`src/rtl/regfile_mp_sb.sv`:
```
// regfile_mp_sb: multi-port register file with write-back bypass and busy-bit scoreboard
// Ports:
//   clk, rst          clock, asynchronous active-high reset
//   we_i/waddr_i/wdata_i       NUM_WRITE write-back ports (higher index = younger)
//   rsv_en_i/rsv_addr_i        NUM_RSV destination reservations (set busy)
//   flush_i                    clears every busy bit
//   re_i/raddr_i               NUM_READ combinational read ports
//   rdata_o/rvalid_o           read data and operand-ready per port
//   busy_o                     registered scoreboard
//   debug_reg_o                flat dump of register state
module regfile_mp_sb #(
    parameter int DATA_WIDTH = 32,
    parameter int NUM_REGS   = 32,
    parameter int NUM_READ   = 4,
    parameter int NUM_WRITE  = 2,
    parameter int NUM_RSV    = 2,
    localparam int AW = $clog2(NUM_REGS)
) (
    input  logic                            clk,
    input  logic                            rst,
    input  logic [NUM_WRITE-1:0]            we_i,
    input  logic [NUM_WRITE*AW-1:0]         waddr_i,
    input  logic [NUM_WRITE*DATA_WIDTH-1:0] wdata_i,
    input  logic [NUM_RSV-1:0]              rsv_en_i,
    input  logic [NUM_RSV*AW-1:0]           rsv_addr_i,
    input  logic                            flush_i,
    input  logic [NUM_READ-1:0]             re_i,
    input  logic [NUM_READ*AW-1:0]          raddr_i,
    output logic [NUM_READ*DATA_WIDTH-1:0]  rdata_o,
    output logic [NUM_READ-1:0]             rvalid_o,
    output logic [NUM_REGS-1:0]             busy_o,
    output logic [NUM_REGS*DATA_WIDTH-1:0]  debug_reg_o
);
    logic [DATA_WIDTH-1:0] regs_q [NUM_REGS];
    logic [DATA_WIDTH-1:0] regs_d [NUM_REGS];
    logic [NUM_REGS-1:0]   busy_q, busy_d;
    // Later assignments override earlier ones: write clear < reserve < flush,
    // and ascending port order lets the youngest write win.
    always_comb begin
        regs_d = regs_q;
        busy_d = busy_q;
        for (int i = 0; i < NUM_WRITE; i++)
            if (we_i[i] && waddr_i[i*AW +: AW] != '0) begin
                regs_d[waddr_i[i*AW +: AW]] = wdata_i[i*DATA_WIDTH +: DATA_WIDTH];
                busy_d[waddr_i[i*AW +: AW]] = 1'b0;
            end
        for (int j = 0; j < NUM_RSV; j++)
            if (rsv_en_i[j] && rsv_addr_i[j*AW +: AW] != '0)
                busy_d[rsv_addr_i[j*AW +: AW]] = 1'b1;
        if (flush_i)
            busy_d = '0;
    end
    always_ff @(posedge clk or posedge rst) begin
        if (rst) begin
            regs_q <= '{default: '0};
            busy_q <= '0;
        end else begin
            regs_q <= regs_d;
            busy_q <= busy_d;
        end
    end
    assign busy_o = busy_q;
    for (genvar n = 0; n < NUM_REGS; n++) begin : g_dbg
        assign debug_reg_o[n*DATA_WIDTH +: DATA_WIDTH] = regs_q[n];
    end
    for (genvar k = 0; k < NUM_READ; k++) begin : g_rd
        logic [AW-1:0]         ra;
        logic                  hit;
        logic [DATA_WIDTH-1:0] bd;
        assign ra = raddr_i[k*AW +: AW];
        // Bypass picks the youngest matching write-back port.
        always_comb begin
            hit = 1'b0;
            bd  = '0;
            for (int i = 0; i < NUM_WRITE; i++)
                if (we_i[i] && waddr_i[i*AW +: AW] == ra) begin
                    hit = 1'b1;
                    bd  = wdata_i[i*DATA_WIDTH +: DATA_WIDTH];
                end
        end
        assign rdata_o[k*DATA_WIDTH +: DATA_WIDTH] =
            (rst || !re_i[k] || ra == '0) ? '0 : hit ? bd : regs_q[ra];
        assign rvalid_o[k] = !rst && re_i[k] && (ra == '0 || hit || !busy_q[ra]);
    end
endmodule
```
`config.mk`:
```
export PLATFORM = sky130hd
export DESIGN_NAME = regfile_mp_sb
export DESIGN_NICKNAME = d
export VERILOG_FILES = /design/src/rtl/regfile_mp_sb.sv
export SDC_FILE = /design/constraint.sdc
export NUM_CORES = 2
export LEC_CHECK = 0
export ABC_AREA = 0
export BUFFER_PORTS_ARGS = -buffer_cell sky130_fd_sc_hd__buf_2
export CAP_MARGIN = 20
export CORE_AREA = 2 2 505 507
export CTS_CLUSTER_DIAMETER = 100
export CTS_CLUSTER_SIZE = 25
export DETAILED_ROUTE_END_ITERATION = 8
export DIE_AREA = 0 0 507 509
export GPL_ROUTABILITY_DRIVEN = 1
export HOLD_SLACK_MARGIN = 0.02
export PLACE_DENSITY = 0.51
export SYNTH_ARGS = -nofsm -noshare
export SYNTH_HDL_FRONTEND = slang
export SYNTH_SLANG_ARGS = --single-unit
```
`constraint.sdc`:
```
create_clock -name clk -period 86.8 [get_ports clk]
set_input_delay 8.68 -clock clk [delete_from_list [all_inputs] [get_ports clk]]
set_output_delay 8.68 -clock clk [all_outputs]
set_load 0.05 [all_outputs]
```
==> results.json <==
{
  "ys_dominant_reg_cell": "dfrtp_1",
  "cp_data_required_time_ns": 78.12,
  "ys_ff_latch": 1056,
  "slew_headroom_pct": 3.45,
  "layout_commonest_cell": "buf_2",
  "rsz0062_at_grt": "false",
  "hold_violations": 0,
  "dp_hpwl_um": 438000,
  "pin_count": 1303,
  "ff_latch_area_sq_mm": 0.0264,
  "vias": 84800,
  "port_buffers": 1302,
  "numCtsBuffers": 76,
  "cpMostUsedCell": "buf_4",
  "syn_area_per_cell_sq_um": 10.9,
  "synth_edf_count": 0,
  "wl_um": 601000,
  "worstPathArrival_ns": 13.95,
  "cts_sinks": 1056,
  "finalCritPeriodShare_pct": 26.1,
  "final-instance-count-excl-fill": 11800,
  "syn_area_sq_mm": 0.0842,
  "syn-num-nets": 7867,
  "cts-htree-levels": 3,
  "initialDrtViolationCount": 17000,
  "status": "finished, final reports clean",
  "clk_path_buf_depth": 3,
  "crit_type": "in2out",
  "via_per_inst": 7.19,
  "r2r_cells": 2,
  "slowest_stage": "buf_4",
  "hold_class": "reg2reg",
  "synth.distinct_cells": 77,
  "critPathMaxStageDelay_ns": 0.96,
  "start_util_pct": 33.3,
  "post_drt_wl_per_cell_um": 50.9,
  "n_fill_cell": 25000,
  "synth_compound_area_share_pct": 14.2,
  "tns_ns": 0,
  "fin_crit_ns": 22.63,
  "post_cts_buffers": 0,
  "hold_path_end": "debug_reg_o[31]$_DFF_PP0_",
  "cp.buffers_inverters": 5,
  "rows": 185,
  "first_pass_iters": 8,
  "drc": 0,
  "startpoint_type": "primary input",
  "synth_top_family_by_area": "multiplexers",
  "grtUsageTotal_pct": 44.9,
  "path_clk_slew_ns": 0.11,
  "async_flop_share_pct": 100,
  "gp_congestion": 1.07,
  "multi_input_area_sq_mm": 0.0532,
  "drive_above_1_share_pct": 34.7,
  "final_antenna_net_count": 0,
  "r2r_start": "debug_reg_o[148]$_DFF_PP0_",
  "power_density_mw_per_mm2": 29.9,
  "grt_antenna_before_repair": 74,
  "die_w_um": 507,
  "mostFrequentLayoutCells": "buf_2 (1,291), mux4_2 (1,085), dfrtp_1 (1,056)",
  "synthXorXnorAreaFrac_pct": 0.416,
  "p_total_w": 0.00286,
  "clock_latency_ns": 0.76,
  "worst_pin_slew_ns": 1.45,
  "leakage_nw": 38.7,
  "fmax_mhz": 44.2,
  "postCtsHoldBufs": 0,
  "fp.dieH_um": 509,
  "clockRootBuffer": "clkbuf_16",
  "vdd_drop_max_v": 0.0000182,
  "cp_max_fo": 68,
  "yosys.area_share.simple_pct": 8.38,
  "reg2reg_to": "debug_reg_o[148]$_DFF_PP0_",
  "final_max_slew_viol_count": 0,
  "yosysWarnings": 0,
  "area_growth_pct": 13.6,
  "grt_overflow": 0,
  "crit_chain": "buf_8 > buf_4 > buf_4 > buf_4 > mux4_2 > mux2i_1 > a211o_1 > o31ai_1 > buf_2",
  "worst_hold_startpoint": "debug_reg_o[31]$_DFF_PP0_",
  "grt_pass1_vias": 75800,
  "yosys-mux-area-fraction_pct": 39.8,
  "setup_viol": 0,
  "skew_ns": 0,
  "reg2reg_slack_ns": 85.41,
  "grt_pass1_wl_um": 779000,
  "core_sq_mm": 0.253,
  "end_kind": "primary output",
  "cts_tree": "done",
  "maxCapViolCount": 0,
  "critical_path.top_delay_family": "buffers and inverters",
  "die-area_sq_mm": 0.258,
  "grt_max_degree": 124,
  "synth-adder-area-share_pct": 0,
  "dpl.cell_count": 11600,
  "finalNetCount": 8461,
  "hold_depth": 0,
  "cts_resized": 0,
  "netlist_instances": 7752,
  "ys_seq_area_share_pct": 31.4
}
worst max-delay path by stage:
stage / from / depth (start not counted) / slack, ns / to
2_1_floorplan: rst / 6 / 42.98 / rdata_o[43]
3_3_place_gp: raddr_i[11] / 9 / 64.64 / rdata_o[78]
3_5_place_dp: raddr_i[11] / 9 / 64.59 / rdata_o[78]
6_report: raddr_i[11] / 9 / 64.17 / rdata_o[78]
5_1_grt: raddr_i[11] / 9 / 64.29 / rdata_o[78]
4_1_cts: raddr_i[11] / 9 / 64.60 / rdata_o[78]
layout make-up:
type / count / share of cell area, %
diodes: 25 / 0.0654
clock buffers: 83 / 2.08
clock inverters: 54 / 0.862
inverters: 21 / 0.0929
multi-input cells: 5605 / 55.6
flip-flops and latches: 1056 / 27.6
well taps: 3366 / 4.41
repair buffers: 1586 / 9.22
metrics by stage:
step / util [%] / hold WS, ns / setup WS (ns) / instance area (sq um)
after floorplan: - / 0.773 / 42.98 / 84200
after CTS: 37.8 / 0.500 / 64.60 / 95500
after global routing: 37.8 / 0.521 / 64.29 / 95600
after global placement: 36.7 / 0.471 / 64.64 / 92700
after detailed placement: 36.7 / 0.502 / 64.59 / 92700
final: 37.8 / 0.517 / 64.17 / 95600
synthesized netlist by cell type (12+ instances only):
library cell / n / area share [%]
xor2_1: 16 / 0.17
nand3_1: 83 / 0.49
a21oi_1: 815 / 4.8
o21ai_1: 26 / 0.15
or4_1: 15 / 0.13
o22ai_1: 208 / 1.5
and2_1: 45 / 0.33
a211o_1: 28 / 0.29
buf_2: 236 / 1.4
xnor2_1: 24 / 0.25
nor2_1: 821 / 3.7
a22oi_1: 106 / 0.95
nor3_1: 15 / 0.089
a211oi_1: 72 / 0.64
o21ai_0: 322 / 1.9
nor2b_1: 39 / 0.29
buf_1: 114 / 0.51
nand2_1: 461 / 2.1
buf_6: 14 / 0.19
nor4_1: 23 / 0.17
a311o_1: 32 / 0.38
nand3b_1: 33 / 0.29
dfrtp_1: 1056 / 31
mux2i_1: 902 / 11
mux4_2: 1085 / 29
or3_1: 13 / 0.097
nand2b_1: 12 / 0.089
a32oi_1: 207 / 2.2
clkbuf_1: 611 / 2.7
o31ai_1: 59 / 0.53
buf_4: 88 / 0.79
inv_1: 20 / 0.089
sequential cells by signal, indices dropped and copies added, names as in the netlist:
register	cells
busy_o	32
debug_reg_o	1024
worst reg2reg max path, stage by stage (launching register included):
cell and delay [ns]:
dfrtp_1 0.95, mux2i_1 0.17, o21ai_0 0.19
report_power, final:
part / switching, W / internal (W)
logic: 0.00101 / 0.000431
clock network: 0.000252 / 0.000193
registers: 0.000369 / 0.000611
layer usage:
layer  vias up  GRT usage, %  routed length (um)
met5         -         0.315                 498
met4        36          21.9               37400
met3      1134          27.4              112000
met2      8290          56.5              224000
met1     44100          59.3              227000
li1      31200             -                   -
cells by family after synthesis:
logic type	Yosys count
AND/OR/NAND/NOR	1631
XOR/XNOR	40
AO/OA/AOI/OAI	1945
buffers and inverters	1091
multiplexers	1989
flip-flops	1056
Note: power is estimated with default switching activity, not from simulation.
